<file path="src/rtl/spi_master_ctrl_if.sv">
// Host-side handshake bundle for spi_master_ctrl.
//   start   : transfer request (host -> controller)
//   tx_data : word to transmit, captured when start is accepted
//   rx_data : last received word, updated on done
//   busy    : transfer in progress
//   done    : one-cycle completion pulse
// Modport master is the host; modport slave is the controller.
interface spi_master_ctrl_if #(
   parameter int unsigned DATA_W = 16
);
   logic              start;
   logic [DATA_W-1:0] tx_data;
   logic [DATA_W-1:0] rx_data;
   logic              busy;
   logic              done;

   modport master (
      output start,
      output tx_data,
      input  rx_data,
      input  busy,
      input  done
   );

   modport slave (
      input  start,
      input  tx_data,
      output rx_data,
      output busy,
      output done
   );
endinterface

</file>
<file path="src/rtl/spi_master_ctrl.sv">
// SPI master, mode 3 (CPOL=1, CPHA=1), MSB first, single chip select.
//   clk       : system clock, rising edge
//   rst       : synchronous active-high reset
//   bus       : host handshake (start, tx_data, rx_data, busy, done)
//   spi_sclk  : SPI clock, idles high
//   spi_cs_n  : active-low chip select
//   spi_mosi  : serial data out, changes on falling SCLK
//   spi_miso  : serial data in, sampled on rising SCLK
// A transfer is SETUP (CLK_DIV cycles), DATA_W SCLK periods, then HOLD
// (CLK_DIV cycles); all outputs come straight from flops.
module spi_master_ctrl #(
   parameter int unsigned DATA_W  = 16,
   parameter int unsigned CLK_DIV = 4
) (
   input  logic             clk,
   input  logic             rst,
   spi_master_ctrl_if.slave bus,
   output logic             spi_sclk,
   output logic             spi_cs_n,
   output logic             spi_mosi,
   input  logic             spi_miso
);

   localparam int unsigned CNT_W = (CLK_DIV > 1) ? $clog2(CLK_DIV) : 1;
   localparam int unsigned BIT_W = $clog2(DATA_W + 1);
   localparam logic [CNT_W-1:0] HALF_RELOAD = CNT_W'(CLK_DIV - 1);

   typedef enum logic [1:0] {
      IDLE  = 2'd0,
      SETUP = 2'd1,
      SHIFT = 2'd2,
      HOLD  = 2'd3
   } state_t;

   state_t            state_q,   state_d;
   logic [CNT_W-1:0]  half_q,    half_d;
   logic [BIT_W-1:0]  bit_q,     bit_d;
   logic [DATA_W-1:0] tx_q,      tx_d;
   logic [DATA_W-1:0] rx_sr_q,   rx_sr_d;
   logic [DATA_W-1:0] rx_data_q, rx_data_d;
   logic              sclk_q,    sclk_d;
   logic              cs_n_q,    cs_n_d;
   logic              busy_q,    busy_d;
   logic              done_q,    done_d;

   // State and datapath registers
   always_ff @(posedge clk) begin
      if (rst) begin
         state_q   <= IDLE;
         half_q    <= '0;
         bit_q     <= '0;
         tx_q      <= '0;
         rx_sr_q   <= '0;
         rx_data_q <= '0;
         sclk_q    <= 1'b1;
         cs_n_q    <= 1'b1;
         busy_q    <= 1'b0;
         done_q    <= 1'b0;
      end else begin
         state_q   <= state_d;
         half_q    <= half_d;
         bit_q     <= bit_d;
         tx_q      <= tx_d;
         rx_sr_q   <= rx_sr_d;
         rx_data_q <= rx_data_d;
         sclk_q    <= sclk_d;
         cs_n_q    <= cs_n_d;
         busy_q    <= busy_d;
         done_q    <= done_d;
      end
   end

   // Next-state and next-output logic
   always_comb begin
      state_d   = state_q;
      half_d    = half_q;
      bit_d     = bit_q;
      tx_d      = tx_q;
      rx_sr_d   = rx_sr_q;
      rx_data_d = rx_data_q;
      sclk_d    = sclk_q;
      cs_n_d    = cs_n_q;
      busy_d    = busy_q;
      done_d    = 1'b0;

      case (state_q)
         IDLE: begin
            if (bus.start) begin
               state_d = SETUP;
               half_d  = HALF_RELOAD;
               bit_d   = BIT_W'(DATA_W);
               tx_d    = bus.tx_data;
               rx_sr_d = '0;
               sclk_d  = 1'b1;
               cs_n_d  = 1'b0;
               busy_d  = 1'b1;
            end
         end

         SETUP: begin
            if (half_q == '0) begin
               // First falling edge; the MSB is already on mosi.
               state_d = SHIFT;
               half_d  = HALF_RELOAD;
               sclk_d  = 1'b0;
            end else begin
               half_d = half_q - CNT_W'(1);
            end
         end

         SHIFT: begin
            if (half_q != '0) begin
               half_d = half_q - CNT_W'(1);
            end else if (!sclk_q) begin
               // Rising edge: capture miso into the LSB.
               sclk_d  = 1'b1;
               half_d  = HALF_RELOAD;
               rx_sr_d = {rx_sr_q[DATA_W-2:0], spi_miso};
               bit_d   = bit_q - BIT_W'(1);
            end else if (bit_q == '0) begin
               // High phase of the last bit has elapsed.
               state_d = HOLD;
               half_d  = HALF_RELOAD;
            end else begin
               // Falling edge: advance to the next bit.
               sclk_d = 1'b0;
               half_d = HALF_RELOAD;
               tx_d   = {tx_q[DATA_W-2:0], 1'b0};
            end
         end

         HOLD: begin
            if (half_q == '0) begin
               state_d   = IDLE;
               cs_n_d    = 1'b1;
               busy_d    = 1'b0;
               done_d    = 1'b1;
               rx_data_d = rx_sr_q;
               tx_d      = '0;
            end else begin
               half_d = half_q - CNT_W'(1);
            end
         end

         default: begin
            state_d = IDLE;
         end
      endcase
   end

   // mosi is the transmit register MSB; it is cleared on completion so idle mosi is 0.
   assign spi_mosi    = tx_q[DATA_W-1];
   assign spi_sclk    = sclk_q;
   assign spi_cs_n    = cs_n_q;
   assign bus.rx_data = rx_data_q;
   assign bus.busy    = busy_q;
   assign bus.done    = done_q;

endmodule

</file>
<file path="src/flat_wrapper.sv">
// flat-port wrapper written by rule: the top's interface ports become plain ports
module spi_master_ctrl_flat 
#(
   parameter int unsigned DATA_W  = 16,
   parameter int unsigned CLK_DIV = 4
)
  (clk, rst, spi_sclk, spi_cs_n, spi_mosi, spi_miso, bus_start, bus_tx_data, bus_rx_data, bus_busy, bus_done);
  spi_master_ctrl_if #(.DATA_W(DATA_W)) bus_i ();
  input  logic clk;
  input  logic rst;
  output logic spi_sclk;
  output logic spi_cs_n;
  output logic spi_mosi;
  input  logic spi_miso;
  input wire logic [$bits(bus_i.start)-1:0] bus_start;
  input wire logic [$bits(bus_i.tx_data)-1:0] bus_tx_data;
  output wire logic [$bits(bus_i.rx_data)-1:0] bus_rx_data;
  output wire logic [$bits(bus_i.busy)-1:0] bus_busy;
  output wire logic [$bits(bus_i.done)-1:0] bus_done;
  assign bus_i.start = bus_start;
  assign bus_i.tx_data = bus_tx_data;
  assign bus_rx_data = bus_i.rx_data;
  assign bus_busy = bus_i.busy;
  assign bus_done = bus_i.done;
  spi_master_ctrl #(.DATA_W(DATA_W), .CLK_DIV(CLK_DIV)) u_core (.clk(clk), .rst(rst), .bus(bus_i), .spi_sclk(spi_sclk), .spi_cs_n(spi_cs_n), .spi_mosi(spi_mosi), .spi_miso(spi_miso));
endmodule
</file>
<file path="config.mk">
export PLATFORM = sky130hd
export DESIGN_NAME = spi_master_ctrl_flat
export DESIGN_NICKNAME = d
export VERILOG_FILES = /design/src/rtl/spi_master_ctrl_if.sv /design/src/rtl/spi_master_ctrl.sv /design/src/flat_wrapper.sv
export SDC_FILE = /design/constraint.sdc
export NUM_CORES = 1
export LEC_CHECK = 0
export CELL_PAD_IN_SITES_DETAIL_PLACEMENT = 0
export CELL_PAD_IN_SITES_GLOBAL_PLACEMENT = 1
export CORE_MARGIN = 3
export CORE_UTILIZATION = 40
export DETAILED_ROUTE_END_ITERATION = 10
export MAX_ROUTING_LAYER = met4
export PLACE_DENSITY = 0.77
export SYNTH_ARGS = -nofsm -noshare
export SYNTH_HDL_FRONTEND = slang
export SYNTH_SLANG_ARGS = --single-unit
</file>
<file path="constraint.sdc">
create_clock -name clk -period 3.3 [get_ports clk]
set_clock_uncertainty 0.2 [all_clocks]
set_input_delay 0.33 -clock clk [delete_from_list [all_inputs] [get_ports clk]]
set_output_delay 0.33 -clock clk [all_outputs]
set_load 0.01 [all_outputs]
</file>
==> flow_summary.json, run 1 <==
{
  "clk_pin_slew_ps": 70,
  "die_height_um": 87.3,
  "worstPathCellList": "inv_1 > ha_1 > or3b_1 > and3_1 > buf_4 > a211oi_1",
  "rsz0062_at_grt": "no",
  "status": "finished, final reports clean",
  "tightest_slew_ps": 1060,
  "cts_buffer_depth": 2,
  "reg2reg_from": "u_core.state_q[0]$_SDFFE_PP0P_",
  "hp-start": "u_core.bus.rx_data[3]$_SDFFE_PP0P_",
  "syn_to_final_growth_pct": 22.7,
  "detail-route-antenna-nets": 0,
  "antenna_found_initial": 0,
  "reg2reg_setup_slack_ps": 670,
  "fin_tns_setup_ps": 0,
  "fill_cells": 604,
  "synth_sequential_area_ratio": 0.462,
  "vdd_drop_max_mv": 0.425,
  "fin_util": 0.526,
  "synth_cell_types": 30,
  "dr.pass1.iters": 5,
  "min_to": "u_core.bus.rx_data[3]$_SDFFE_PP0P_",
  "drv_slew": 0,
  "start_util": 0.429,
  "grt_pass1_vias": 2114,
  "regArea_um2": 1220,
  "fin_nets": 373,
  "core_um2": 6170,
  "syn_inst": 316,
  "ctsResizeCount": 0,
  "yosys.area.top_type": "dfxtp_1",
  "numCtsBuffers": 9,
  "cts_tree": "yes",
  "grt_use_total": 0.172,
  "r2r-end": "u_core.tx_q[6]$_SDFFE_PP0P_",
  "post-route-period-util": 0.797,
  "viasPerCell": 5.25,
  "grt_max_degree": 25,
  "drt-initial-drc-count": 134,
  "cts_setup_buffers": 0,
  "finalSetupViolCount": 0,
  "whs_path_depth": 2,
  "netlist.area_leader.share": 0.462,
  "critical_path.max_stage_delay_ps": 660,
  "startpoint_type": "register",
  "crit_family": "simple AND/OR/NAND/NOR gates",
  "totalWireLength_mm": 5.76,
  "ios": 41,
  "port_buffers": 40,
  "ff2ff_path_depth": 6,
  "synth.area.top_cells": "dfxtp_1, nand2_1, a21oi_1",
  "yosysMostFrequentCell": "nand2_1",
  "multi_input_area_um2": 1260,
  "h-tree-depth": 3,
  "grt_pass1_wl_mm": 10.0,
  "hold_buffers": 0,
  "yosys-top-cells-count": "nand2_1, dfxtp_1, a21oi_1, clkbuf_1",
  "synth-main-ff-cell": "dfxtp_1",
  "syn_nets": 342,
  "worstPathMaxFanout": 18,
  "synth-seq-cells": 61,
  "fmax_ghz": 0.380,
  "required_ps": 3350,
  "die_area_um2": 7620,
  "hp-class": "register to register",
  "hold_violations": 0,
  "overflow": 0,
  "power_density_nw_per_um2": 882,
  "diodes": 0,
  "async_flop_share": 0,
  "path_depth": 6,
  "hold_slack_ps": 252,
  "synth_area_um2": 2650,
  "postSynthAreaPerCell_um2": 8.37,
  "drive_above_1_share": 0.0940,
  "wire_per_inst_um": 13.5,
  "cp_slowest_cell": "or3b_1",
  "place_congestion": 0.725,
  "post-dp-hpwl_mm": 3.72,
  "timing.critical_path.buf_inv": 2,
  "drc": 0,
  "clk_latency_ps": 340,
  "arrival_ps": 2680,
  "period_minus_slack_ps": 2630,
  "crit_type": "register to register",
  "drv_cap": 0,
  "p_leak_nw": 1.16,
  "slew_headroom": 0.289,
  "num_rows": 28,
  "synth_edf_count": 0,
  "num_vias": 2236,
  "cp-end-kind": "register",
  "cts_root_buf": "clkbuf_8",
  "synth-warning-count": 0,
  "die_w_um": 87.3,
  "clock_sinks": 61
}
[registers in the layout, summed over array words and instances (netlist names)]
name / count
u_core.bus.rx_data: 16
u_core.rx_sr_q: 16
u_core.tx_q: 16
u_core.bit_q: 5
u_core.half_q: 2
u_core.state_q: 2
u_core.bus.busy: 1
u_core.bus.done: 1
u_core.spi_cs_n: 1
u_core.spi_sclk: 1
[layout make-up]
class	count	area share
Clock buffer	11	0.0436
Clock inverter	4	0.0150
Inverter	10	0.0116
Multi-Input combinational cell	219	0.387
Sequential cell	61	0.376
Tap cell	75	0.0289
Timing Repair Buffer	46	0.137
[how the worst max path moves through the flow]
stage | startpoint | to | slack, ps
after CTS | u_core.state_q[0]$_SDFFE_PP0P_ | u_core.tx_q[6]$_SDFFE_PP0P_ | 670
after global placement | u_core.state_q[0]$_SDFFE_PP0P_ | u_core.tx_q[9]$_SDFFE_PP0P_ | 770
after detailed placement | u_core.state_q[0]$_SDFFE_PP0P_ | u_core.tx_q[6]$_SDFFE_PP0P_ | 700
after floorplan | u_core.state_q[1]$_SDFFE_PP0P_ | u_core.tx_q[10]$_SDFFE_PP0P_ | 1010
final | u_core.state_q[0]$_SDFFE_PP0P_ | u_core.tx_q[6]$_SDFFE_PP0P_ | 670
after global routing | u_core.state_q[0]$_SDFFE_PP0P_ | u_core.tx_q[7]$_SDFFE_PP0P_ | 510
[tightest hold or removal path, delay by kind of cell, from the launching register on]
| family | cells | cell delay [ps] |
|---|---|---|
| simple gates | 1 | 50 |
| compound gates | 1 | 50 |
| flops | 1 | 310 |
[metrics by stage]
stage	instances	total power [mW]	worst slack (ps)	cell area, um^2
after global placement	411	2.22	771	3050
after floorplan	316	2.01	1010	2650
after CTS	426	2.89	672	3240
final	426	2.86	669	3240
after detailed placement	411	2.22	698	3050
after global routing	426	3.08	515	3240
[cells by family (layout without fill, tap and decap cells)]
kind of cell / count (synthesis) / after routing / synth area share
buf+inv: 36 / 71 / 0.0634
mux: 3 / 3 / 0.0114
flops: 61 / 61 / 0.462
fa+ha+maj: 6 / 6 / 0.0284
compound gates: 101 / 101 / 0.259
xor+xnor: 2 / 2 / 0.00662
simple gates: 107 / 107 / 0.169
[cells in the final DEF, fill, tap and decap left out]
cell | Yosys | layout
a211oi_2 | 10 | 10
inv_1 | 10 | 10
clkbuf_1 | 21 | 1
o21ai_0 | 6 | 5
a2111oi_4 | 1 | 1
ha_1 | 6 | 6
and3_1 | 2 | 2
a31o_2 | 1 | 1
a21o_1 | 1 | 1
a31oi_1 | 15 | 15
dfxtp_1 | 61 | 61
clkbuf_8 | 0 | 10
a21oi_1 | 44 | 44
buf_4 | 0 | 6
a211oi_1 | 8 | 8
clkinv_2 | 0 | 2
nand2b_1 | 2 | 2
clkdlybuf4s50_1 | 0 | 40
nand3_1 | 2 | 2
nor2b_1 | 3 | 3
o21ai_1 | 0 | 1
nand2_1 | 76 | 76
or3b_1 | 1 | 1
or3_1 | 1 | 1
a22oi_1 | 15 | 15
clkinv_4 | 0 | 1
nor2_1 | 11 | 11
xnor2_1 | 2 | 2
nor3_1 | 7 | 7
mux2i_1 | 3 | 3
bufinv_16 | 0 | 1
and2_1 | 1 | 1
or3b_4 | 1 | 1
[report_power, final]
part	internal, mW	total [mW]	switching [mW]
combinational	0.490	1.23	0.740
clock	0.364	0.651	0.287
sequential	0.883	0.979	0.0959
[layer usage]
metal | share of wire | vias to the layer above | GRT usage
met5 | 0 | - | -
met4 | 0.011 | 0 | 0.0711
met3 | 0.041 | 6 | 0.0482
met2 | 0.43 | 38 | 0.231
met1 | 0.52 | 1038 | 0.239
li1 | - | 1154 | -
(Power assumes the default switching activity.)
==> inputs of run 2 (changes only) <==
CORE_UTILIZATION = 36   (was 40)
PLACE_DENSITY = 0.73   (was 0.77)
clock period = 2.3 ns   (was 3.3 ns; I/O delays follow)
==> run 2 against run 1 <==
Die area grew 10%. Routed wire length increased by 3.3%. Via count up 2.5%. Utilization is 3.9 points lower. Final cell count rose by 7.3%. Clock power increased by 53%. Clock-buffer cell count up 1. Critical path depth grew 1.
==> flow_summary.json, run 2 (same netlist as run 1, synthesis figures left out) <==
{
  "vdd_drop_max_mv": 0.549,
  "regArea_um2": 1220,
  "core_um2": 6940,
  "fill_cells": 676,
  "ctsResizeCount": 0,
  "rsz0062_at_grt": "no",
  "finalSetupViolCount": 0,
  "drive_above_1_share": 0.127,
  "grt_pass1_vias": 2178,
  "fin_tns_setup_ps": 0,
  "power_density_nw_per_um2": 1280,
  "wire_per_inst_um": 13.0,
  "startpoint_type": "register",
  "clk_pin_slew_ps": 70,
  "required_ps": 2350,
  "die_height_um": 91.7,
  "grt_max_degree": 38,
  "drt-initial-drc-count": 105,
  "cts_root_buf": "clkbuf_8",
  "clock_sinks": 61,
  "post-dp-hpwl_mm": 3.83,
  "mostFrequentLayoutCells": "nand2_1, dfxtp_1, a21oi_1",
  "port_buffers": 40,
  "h-tree-depth": 3,
  "crit_type": "register to register",
  "p_leak_nw": 1.22,
  "hold_slack_ps": 252,
  "tightest_slew_ps": 616,
  "arrival_ps": 2230,
  "fin_nets": 383,
  "setup_ws_ps": 113,
  "cts_setup_buffers": 0,
  "ios": 41,
  "fmax_ghz": 0.457,
  "hp-class": "register to register",
  "drv_cap": 0,
  "start_util": 0.381,
  "drv_slew": 0,
  "die_w_um": 91.7,
  "slew_headroom": 0.588,
  "place_congestion": 0.784,
  "detail-route-antenna-nets": 0,
  "antenna_found_initial": 0,
  "period_minus_slack_ps": 2190,
  "num_vias": 2291,
  "final_common_cell": "nand2_1",
  "hold_violations": 0,
  "worstPathMaxFanout": 5,
  "grt_use_total": 0.154,
  "syn_to_final_growth_pct": 27.9,
  "cts_tree": "yes",
  "overflow": 0,
  "diodes": 0,
  "post-route-period-util": 0.951,
  "dp_slack_ps": 110,
  "totalWireLength_mm": 5.95,
  "viasPerCell": 5.01,
  "dr.pass1.iters": 4,
  "hold_buffers": 0,
  "drc": 0,
  "grt_pass1_wl_mm": 10.2,
  "die_area_um2": 8410,
  "cp-end-kind": "register",
  "clk_latency_ps": 330,
  "multi_input_area_um2": 1270,
  "numCtsBuffers": 9,
  "status": "finished, final reports clean",
  "fin_util": 0.487,
  "num_rows": 30,
  "cts_buffer_depth": 2
}
## run 2: cell types whose count changed in the layout (fill, tap and decap cells not counted), sizes merged
cell / change
clkbuf: +1
clkinv: -1
buf: +10
## run 2: worst max-delay path, cell delays in order, from the launching register on
cell,delay [ps]
dfxtp_1,320
inv_1,80
ha_1,170
or3b_4,400
or3b_1,390
and3_1,200
buf_4,160
a211oi_1,190
## run 2: report_power, final
group	switching, mW	total (mW)	internal (mW)
clock network	0.413	0.996	0.583
logic	1.12	1.94	0.824
registers	0.128	1.39	1.27
total	1.66	4.33	2.67
## run 2: layout make-up
cell class / instances / area share
clock buffer: 12 / 0.0488
clock inverter: 3 / 0.0129
inverter: 10 / 0.0111
multi-input combinational: 219 / 0.374
sequential: 61 / 0.361
tap: 96 / 0.0355
timing repair buffer: 56 / 0.156
## run 2: per-stage QoR
stage               instances  cell area [um^2]  power [mW]
floorplan                 316              2650        2.88
global placement          442              3160        3.30
detailed placement        442              3160        3.31
CTS                       457              3360        4.32
global route              457              3380        4.64
finish                    457              3380        4.33
## run 2: final timing paths
check | from | endpoint | slack (ps) | cells after the start
setup / recovery | u_core.bit_q[0]$_SDFFE_PP0P_ | u_core.tx_q[9]$_SDFFE_PP0P_ | 110 | 7
hold / removal | u_core.bus.rx_data[9]$_SDFFE_PP0P_ | u_core.bus.rx_data[9]$_SDFFE_PP0P_ | 250 | 2
setup reg to reg | u_core.bit_q[0]$_SDFFE_PP0P_ | u_core.tx_q[9]$_SDFFE_PP0P_ | 110 | 7
hold reg to reg | u_core.bus.rx_data[9]$_SDFFE_PP0P_ | u_core.bus.rx_data[9]$_SDFFE_PP0P_ | 250 | 2
## run 2: per-layer routing
layer | global-route usage | part of all wire | up-vias
met5 | - | 0 | -
met4 | 0.0668 | 0.0092 | 0
met3 | 0.0451 | 0.036 | 4
met2 | 0.218 | 0.43 | 37
met1 | 0.204 | 0.52 | 1070
li1 | - | - | 1180
